`src/rtl/systolic_feeder.sv`:
```
// systolic_feeder
//   Operand scheduler for an N x N output-stationary systolic array. On an
//   accepted start it captures one A and one B matrix, pulses an accumulator
//   clear, then streams diagonally skewed rows of A into the west edge and
//   columns of B into the north edge, one wavefront per clock. After the
//   last wavefront it waits for the array to finish propagating and then
//   strobes done.
//
// Ports
//   clk        : rising-edge clock
//   rst        : asynchronous active-high reset
//   start      : job request, only looked at while idle
//   a_mat      : A matrix, A[i][k] at [(i*N+k)*W +: W]
//   b_mat      : B matrix, B[k][j] at [(k*N+j)*W +: W]
//   busy       : high from the clear cycle through the done cycle
//   clr_acc    : one-cycle accumulator clear to the array
//   a_out      : west-edge stream, row i at [i*W +: W]
//   b_out      : north-edge stream, column j at [j*W +: W]
//   feed_valid : high while wavefronts are being fed
//   done       : one-cycle pulse, array results are final
module systolic_feeder #(
  parameter int N         = 2,
  parameter int W         = 16,
  parameter int DRAIN_CYC = 2
) (
  input  logic             clk,
  input  logic             rst,
  input  logic             start,
  input  logic [N*N*W-1:0] a_mat,
  input  logic [N*N*W-1:0] b_mat,
  output logic             busy,
  output logic             clr_acc,
  output logic [N*W-1:0]   a_out,
  output logic [N*W-1:0]   b_out,
  output logic             feed_valid,
  output logic             done
);

  // The shared counter walks the wavefront index during feeding and the
  // settle cycles while draining, so it is sized for the longer of the two.
  localparam int MAXC = ((2*N-1) > DRAIN_CYC) ? (2*N-1) : DRAIN_CYC;
  localparam int CW   = $clog2(MAXC+1);
  localparam logic [CW-1:0] FEED_LAST  = CW'(2*N-2);
  localparam logic [CW-1:0] DRAIN_LAST = CW'(DRAIN_CYC-1);

  typedef enum logic [2:0] {
    IDLE,
    CLEAR,
    FEED,
    DRAIN,
    DONE
  } state_t;

  state_t             state;
  state_t             state_nxt;
  logic [CW-1:0]      t;
  logic [CW-1:0]      t_nxt;
  logic               capture;
  logic [N*N*W-1:0]   a_reg;
  logic [N*N*W-1:0]   b_reg;

  logic               busy_nxt;
  logic               clr_nxt;
  logic               feed_nxt;
  logic               done_nxt;
  logic [N*W-1:0]     a_nxt;
  logic [N*W-1:0]     b_nxt;

  // State, counter, captured operands and all outputs live here. Outputs are
  // computed one cycle ahead from the next state so that every port comes
  // straight from a flop, and the async reset zeroes the streams at once.
  always_ff @(posedge clk or posedge rst) begin
    if (rst) begin
      state      <= IDLE;
      t          <= '0;
      a_reg      <= '0;
      b_reg      <= '0;
      busy       <= 1'b0;
      clr_acc    <= 1'b0;
      feed_valid <= 1'b0;
      done       <= 1'b0;
      a_out      <= '0;
      b_out      <= '0;
    end else begin
      state      <= state_nxt;
      t          <= t_nxt;
      if (capture) begin
        a_reg <= a_mat;
        b_reg <= b_mat;
      end
      busy       <= busy_nxt;
      clr_acc    <= clr_nxt;
      feed_valid <= feed_nxt;
      done       <= done_nxt;
      a_out      <= a_nxt;
      b_out      <= b_nxt;
    end
  end

  // Sequencing: a start seen while idle captures the operands and launches
  // the job; once running, start is ignored until the machine is idle again,
  // which leaves one idle cycle between jobs when start is held high.
  always_comb begin
    state_nxt = state;
    t_nxt     = t;
    capture   = 1'b0;
    unique case (state)
      IDLE: begin
        t_nxt = '0;
        if (start) begin
          state_nxt = CLEAR;
          capture   = 1'b1;
        end
      end
      CLEAR: begin
        state_nxt = FEED;
        t_nxt     = '0;
      end
      FEED: begin
        if (t == FEED_LAST) begin
          state_nxt = DRAIN;
          t_nxt     = '0;
        end else begin
          t_nxt = t + 1'b1;
        end
      end
      DRAIN: begin
        if (t == DRAIN_LAST) begin
          state_nxt = DONE;
          t_nxt     = '0;
        end else begin
          t_nxt = t + 1'b1;
        end
      end
      DONE: begin
        state_nxt = IDLE;
        t_nxt     = '0;
      end
      default: begin
        state_nxt = IDLE;
        t_nxt     = '0;
      end
    endcase
  end

  // Output values for the coming cycle. During a wavefront t, row i of the
  // west edge carries A[i][k] and column i of the north edge carries B[k][i]
  // wherever i+k == t; every slot off that anti-diagonal is driven to zero
  // so the array accumulates nothing from it.
  always_comb begin
    busy_nxt = (state_nxt != IDLE);
    clr_nxt  = (state_nxt == CLEAR);
    feed_nxt = (state_nxt == FEED);
    done_nxt = (state_nxt == DONE);
    a_nxt    = '0;
    b_nxt    = '0;
    if (state_nxt == FEED) begin
      for (int i = 0; i < N; i++) begin
        for (int k = 0; k < N; k++) begin
          if (int'(t_nxt) == (i + k)) begin
            a_nxt[i*W +: W] = a_reg[(i*N+k)*W +: W];
            b_nxt[i*W +: W] = b_reg[(k*N+i)*W +: W];
          end
        end
      end
    end
  end

endmodule

```
`config.mk`:
```
export PLATFORM = sky130hd
export DESIGN_NAME = systolic_feeder
export DESIGN_NICKNAME = d
export VERILOG_FILES = /design/src/rtl/systolic_feeder.sv
export SDC_FILE = /design/constraint.sdc
export NUM_CORES = 1
export LEC_CHECK = 0
export ABC_CLOCK_PERIOD_IN_PS = 18800
export CORE_MARGIN = 3
export CORE_UTILIZATION = 45
export DETAILED_ROUTE_END_ITERATION = 7
export GPL_ROUTABILITY_DRIVEN = 1
export PLACE_DENSITY_LB_ADDON = 0.3
export SYNTH_ARGS = -nofsm -noshare
export SYNTH_HDL_FRONTEND = slang
export SYNTH_SLANG_ARGS = --single-unit
```
`constraint.sdc`:
```
create_clock -name clk -period 18.8 [get_ports clk]
set_input_delay 3.76 -clock clk [delete_from_list [all_inputs] [get_ports clk]]
set_output_delay 3.76 -clock clk [all_outputs]
set_load 0.01 [all_outputs]
```
==> results of run 1 <==
## layout make-up
class / instances / area [um^2] / area share [%]
clock buffer: 35 / 681 / 6.37
multi-input combinational: 316 / 2620 / 24.5
timing repair buffer: 206 / 2040 / 19.1
sequential: 201 / 5030 / 47.1
inverter: 3 / 18.8 / 0.176
tap: 225 / 282 / 2.63
clock inverter: 3 / 15.0 / 0.140
## power by group through the flow
stage	combinational, mW	clock, mW	sequential (mW)
6_report	0.631	0.409	0.723
5_1_grt	0.697	0.436	0.743
4_1_cts	0.642	0.418	0.723
3_5_place_dp	0.640	0	0.729
3_3_place_gp	0.618	0	0.719
2_1_floorplan	0.462	0	0.709
## synthesized netlist by cell type, types with 3 or more instances
master and n:
nor2_1 7, buf_6 14, a211oi_2 3, inv_1 3, clkbuf_1 15, buf_2 11
nand2_1 35, mux2_2 129, a32oi_1 32, o21ai_0 32, a211oi_1 30, a21oi_1 3
buf_4 11, dfrtp_1 201, nor3_1 34
## layer usage
| metal | global-route usage [%] | vias to the layer above |
|---|---|---|
| met2 | 32.4 | 178 |
| met4 | 4.79 | 0 |
| met1 | 24.5 | 2686 |
| li1 | - | 2422 |
| met5 | 0 | - |
| met3 | 6.46 | 40 |
## per-stage QoR
step                cells  power, mW  hold WS (ps)
floorplan             573       1.17           474
global placement      951       1.34           484
detailed placement    951       1.37           489
CTS                   989       1.78           502
global route          989       1.88           514
finish                989       1.76           501
## worst max-delay path by stage
stage          slack (ps)  startpoint  depth (start not counted)  endpoint
6_report            13410         rst                          3  state[2]
5_1_grt             13070         rst                          3  state[2]
4_1_cts             13290         rst                          3  state[2]
3_5_place_dp        12760         rst                          3  state[2]
3_3_place_gp        12840         rst                          3  state[2]
2_1_floorplan        9560         rst                          1  a_out[0]
## logic make-up (layout without fill, tap and decap cells)
kind of cell / after synthesis / in the layout / share of synthesized area [%]
buffers and inverters: 56 / 247 / 4.66
muxes: 129 / 129 / 18.1
DFF: 201 / 201 / 62.8
and+or+nand+nor: 85 / 85 / 5.22
AOI/OAI and AO/OA: 102 / 102 / 9.16
## worst max-delay path, stage by stage
cell,delay [ps]
clkdlybuf4s50_1,490
inv_8,610
buf_4,900
==> results.md, run 1 <==
- Post-cts sizing count: 0
- H-tree depth: 1
- Gate power share: 35.8%
- Final setup fails: 0
- Arrival time worst endpoint: 5800 ps
- Fin crit share: 28.7%
- Die Wd: 139 um
- Die Area: 19400 um^2
- Clock buffer depth: 3
- CP Launch Type: primary input
- Die Height: 139 um
- Gp weighted congestion: 0.765
- Ys flop type: dfrtp_1
- R2R cell count: 5
- Worst Hold Launch: a_reg[2]
- Average wire per standard cell: 19.1 um
- Area leader, netlist: dfrtp_1
- Synth warn: 0
- Max IR drop VDD: 0.0936 mV
- Via density: 5.39
- Status: complete, no violations
- Antenna violations before repair: 0
- Synth unique cells: 25
- CTS buffer count: 22
- Slew Limit Headroom: 18.1%
- Clk sink count: 201
- Required @ worst endpoint: 19210 ps
- Pint: 1.19 mW
- First-pass DRT Iterations: 5
- Syn_area_per_cell: 14.0 um^2
- CTS root buf: clkbuf_16
- Std-Cell Rows: 48
- Grt total ovfl: 0
- FF-to-FF End: b_out[0]
- NetSw: 576 uW
- Reg-to-reg startpoint: state[2]
- Clk slew on worst S/H paths: 50 ps
- Initial cell density of the core: 46.1%
- Crit-path max FO: 123
- Core Region: 17400 um^2
- Post-synth ARST share: 100%
- R2R Setup Slk: 16040 ps
- Vias post-DR: 5326
- Clock latency on the worst-skew pair: 490 ps
- First-pass GRT wire length: 30800 um
- Initial DRC Count: 260
- Largest net degree at the start of global routing: 124
- Placed wire-length estimate: 12000 um
- Final Util: 61.6%
- Ant diodes: 0
- Most frequent cells in the layout: dfrtp_1, clkdlybuf4s50_1, mux2_2
- Final setup margin: 13410 ps
- Most common cell after layout, fill and taps aside: dfrtp_1
- Number of synthesized flops with an enable pin: 0
- Worst Hold Class: reg2reg
- Post-synthesis net count: 704
- FF+latch count, synth: 201
- Remaining DRCs: 0
- Worst Hold Endpoint: a_reg[2]
- P_leak: 4.37 nW
- Crit end category: asynchronous set/reset pin
- Final wirelength: 18900 um
- Top cells by area, synth: dfrtp_1, mux2_2, a32oi_1
- Final nets: 881
- PD cells: 165 nW/um^2
- Clock share of power: 23.2%
- Hold Violations, Final: 0
- Highest routed metal layer: met4
- Area delta synth->final: 33.6%
- Fmax: 185 MHz
- Worst Tran Pin Value: 1230 ps
- Synth top area share: 62.8%
- Setup CP Type: in2async
- Setup TNS: 0 ps
- Fin crit period: 5390 ps
- Switching Share: 32.7%
- Final instance area: 10700 um^2
- Number of global-route vias before repair: 5902
- MaxCap Viol Count: 0
- DP Worst Slack: 12760 ps
- Register share of total power: 41.0%
- PortBufs: 198
- Mapped Cells: 573
- Clk_skew: 5.01 ps
- # fillers: 1314
- Met3 wire len: 1640 um
- Max Slew Vio Count: 0
- Layout cell share with drive strength beyond 1: 23.4%
- Total Routing Usage GR: 19.4%
- Number of top-level pins: 199
- Antenna-violating nets left: 0
- RSZ-0062 raised after global routing: no
- Met2 wire len: 9060 um
- CTS tree: yes
- Seq/Total Area, Yosys: 62.8%
- CTS hold repair buffers: 0
- Hold Crit Depth: 1
- Setup bufs post-CTS: 0
- Synthesized area: 8010 um^2
- Dpl cell area: 10000 um^2
- WL met1: 7830 um
No activity file was read; power rests on OpenSTA's default activity.
==> run 2: changes to the inputs <==
--- a/config.mk
+++ b/config.mk
@@ -5,7 +5,7 @@
 export SDC_FILE = /design/constraint.sdc
 export NUM_CORES = 1
 export LEC_CHECK = 0
-export ABC_CLOCK_PERIOD_IN_PS = 18800
+export ABC_CLOCK_PERIOD_IN_PS = 5500
 export CORE_MARGIN = 3
 export CORE_UTILIZATION = 45
 export DETAILED_ROUTE_END_ITERATION = 7
==> constraint.sdc (replaced) <==
create_clock -name clk -period 5.5 [get_ports clk]
set_input_delay 1.1 -clock clk [delete_from_list [all_inputs] [get_ports clk]]
set_output_delay 1.1 -clock clk [all_outputs]
set_load 0.01 [all_outputs]
==> run 2 against run 1 <==
Net effect: clock skew increased by 3.8 ps; register-to-register slack got worse by 14000 ps; clock power grew to 3.6 times the previous value; worst setup slack got worse by 11000 ps; combinational power increased to 3.4 times the previous value; critical endpoint is now a_out[10]; via count is 0.45% higher.
==> results.md, run 2 (synthesis results as in run 1) <==
- Core Region: 17400 um^2
- Initial DRC Count: 218
- CP Launch Type: flop
- RSZ-0062 raised after global routing: no
- Post-Layout Cell Count: 988
- Buf/Inv on CP: 1
- Antenna violations before repair: 0
- Crit-path max FO: 39
- Setup bufs post-CTS: 0
- Worst Hold Launch: a_reg[2]
- Reg-to-reg startpoint: state[2]
- Number of global-route vias before repair: 5793
- Slew Limit Headroom: 15.7%
- Clk slew on worst S/H paths: 60 ps
- PD cells: 567 nW/um^2
- CTS root buf: clkbuf_16
- Gp weighted congestion: 0.773
- Grt total ovfl: 0
- Area delta synth->final: 34.3%
- Average wire per standard cell: 19.1 um
- Register share of total power: 40.6%
- Pint: 4.12 mW
- FF-to-FF End: a_out[10]
- Hold Violations, Final: 0
- Number of top-level pins: 199
- Placed wire-length estimate: 11500 um
- Final nets: 880
- Setup CP Type: reg2reg
- Clock buffer depth: 3
- First-pass DRT Iterations: 4
- Antenna-violating nets left: 0
- Fmax: 316 MHz
- Hold Crit Depth: 1
- Path length in cells of the critical path: 4
- H-tree depth: 1
- Final setup fails: 0
- Setup TNS: 0 ps
- Std-Cell Rows: 48
- CP max-delay cell: nand2b_1
- Final instance area: 10800 um^2
- Switching Share: 32.4%
- Die Area: 19400 um^2
- Ant diodes: 0
- Max Slew Vio Count: 0
- Post-cts sizing count: 0
- NetSw: 1.97 mW
- Most frequent cells in the layout: dfrtp_1, clkdlybuf4s50_1, mux2_2
- CTS buffer count: 22
- CTS tree: yes
- Die Wd: 139 um
- Final wirelength: 18800 um
- Clk_skew: 8.84 ps
- Crit. Startpoint: state[2]
- Dpl cell area: 10000 um^2
- Final Util: 62.0%
- Max IR drop VDD: 0.300 mV
- Fin crit period: 3160 ps
- Die Height: 139 um
- Clock latency on the worst-skew pair: 490 ps
- Initial cell density of the core: 46.1%
- Clock share of power: 24.2%
- CTS hold repair buffers: 0
- Largest net degree at the start of global routing: 132
- Worst stage delay on the critical path: 1030 ps
- Fin crit share: 57.5%
- Clk sink count: 201
- Crit end category: flop
- Total Routing Usage GR: 19.3%
- First-pass GRT wire length: 30700 um
- Layout cell share with drive strength beyond 1: 24.0%
- Worst path top cell family by delay: simple AND/OR/NAND/NOR gates
- Placed cells: 950
- PortBufs: 198
- Critical path, cell by cell: buf_4, nand2b_1, o21ai_0, a211oi_1
- Worst Tran Pin Value: 1270 ps
- R2R cell count: 4
- Vias post-DR: 5350
- Arrival time worst endpoint: 3530 ps
- Gate power share: 35.3%
- Worst Hold Class: reg2reg
- Most common cell after layout, fill and taps aside: dfrtp_1
- Overall power: 6.09 mW
- Worst Hold Endpoint: a_reg[2]
- Required @ worst endpoint: 5870 ps
- Remaining DRCs: 0
- R2R Setup Slk: 2340 ps
- Via density: 5.41
- P_leak: 4.40 nW
- MaxCap Viol Count: 0
- Status: complete, no violations
==> run 2: area by class of cell <==
cell class / count / area (um^2)
Fill cell: 1305 / 6600
Sequential cell: 201 / 5030
Multi-Input combinational cell: 316 / 2620
Timing Repair Buffer: 205 / 2060
Clock buffer: 32 / 689
Tap cell: 225 / 282
Clock inverter: 6 / 55.1
Inverter: 3 / 15.0
==> run 2: worst max path at each step <==
stage	end	slack, ps
after global placement	b_out[5]	2350
after CTS	a_out[10]	2270
after floorplan	a_out[0]	1800
final	a_out[10]	2340
after detailed placement	a_out[10]	2290
after global routing	a_out[13]	2090
==> run 2: through the flow <==
stage | hold WS [ps] | worst slack (ps)
after detailed placement | 489 | 2290
after global placement | 482 | 2350
after global routing | 516 | 2090
after floorplan | 474 | 1800
final | 499 | 2340
after CTS | 505 | 2270
==> run 2: power groups by stage <==
stage / clock [mW] / sequential [mW] / combinational [mW]
after floorplan: 0 / 2.42 / 1.58
after global placement: 0 / 2.46 / 2.10
final: 1.47 / 2.47 / 2.15
after detailed placement: 0 / 2.49 / 2.17
after CTS: 1.52 / 2.47 / 2.18
after global routing: 1.57 / 2.55 / 2.36
==> run 2: layer usage <==
metal	global-route usage [%]	routed length (um)	vias up
met2	31.1	8780	177
li1	-	-	2425
met3	5.64	1530	29
met5	0	0	-
met4	4.53	351	0
met1	26.0	8180	2719
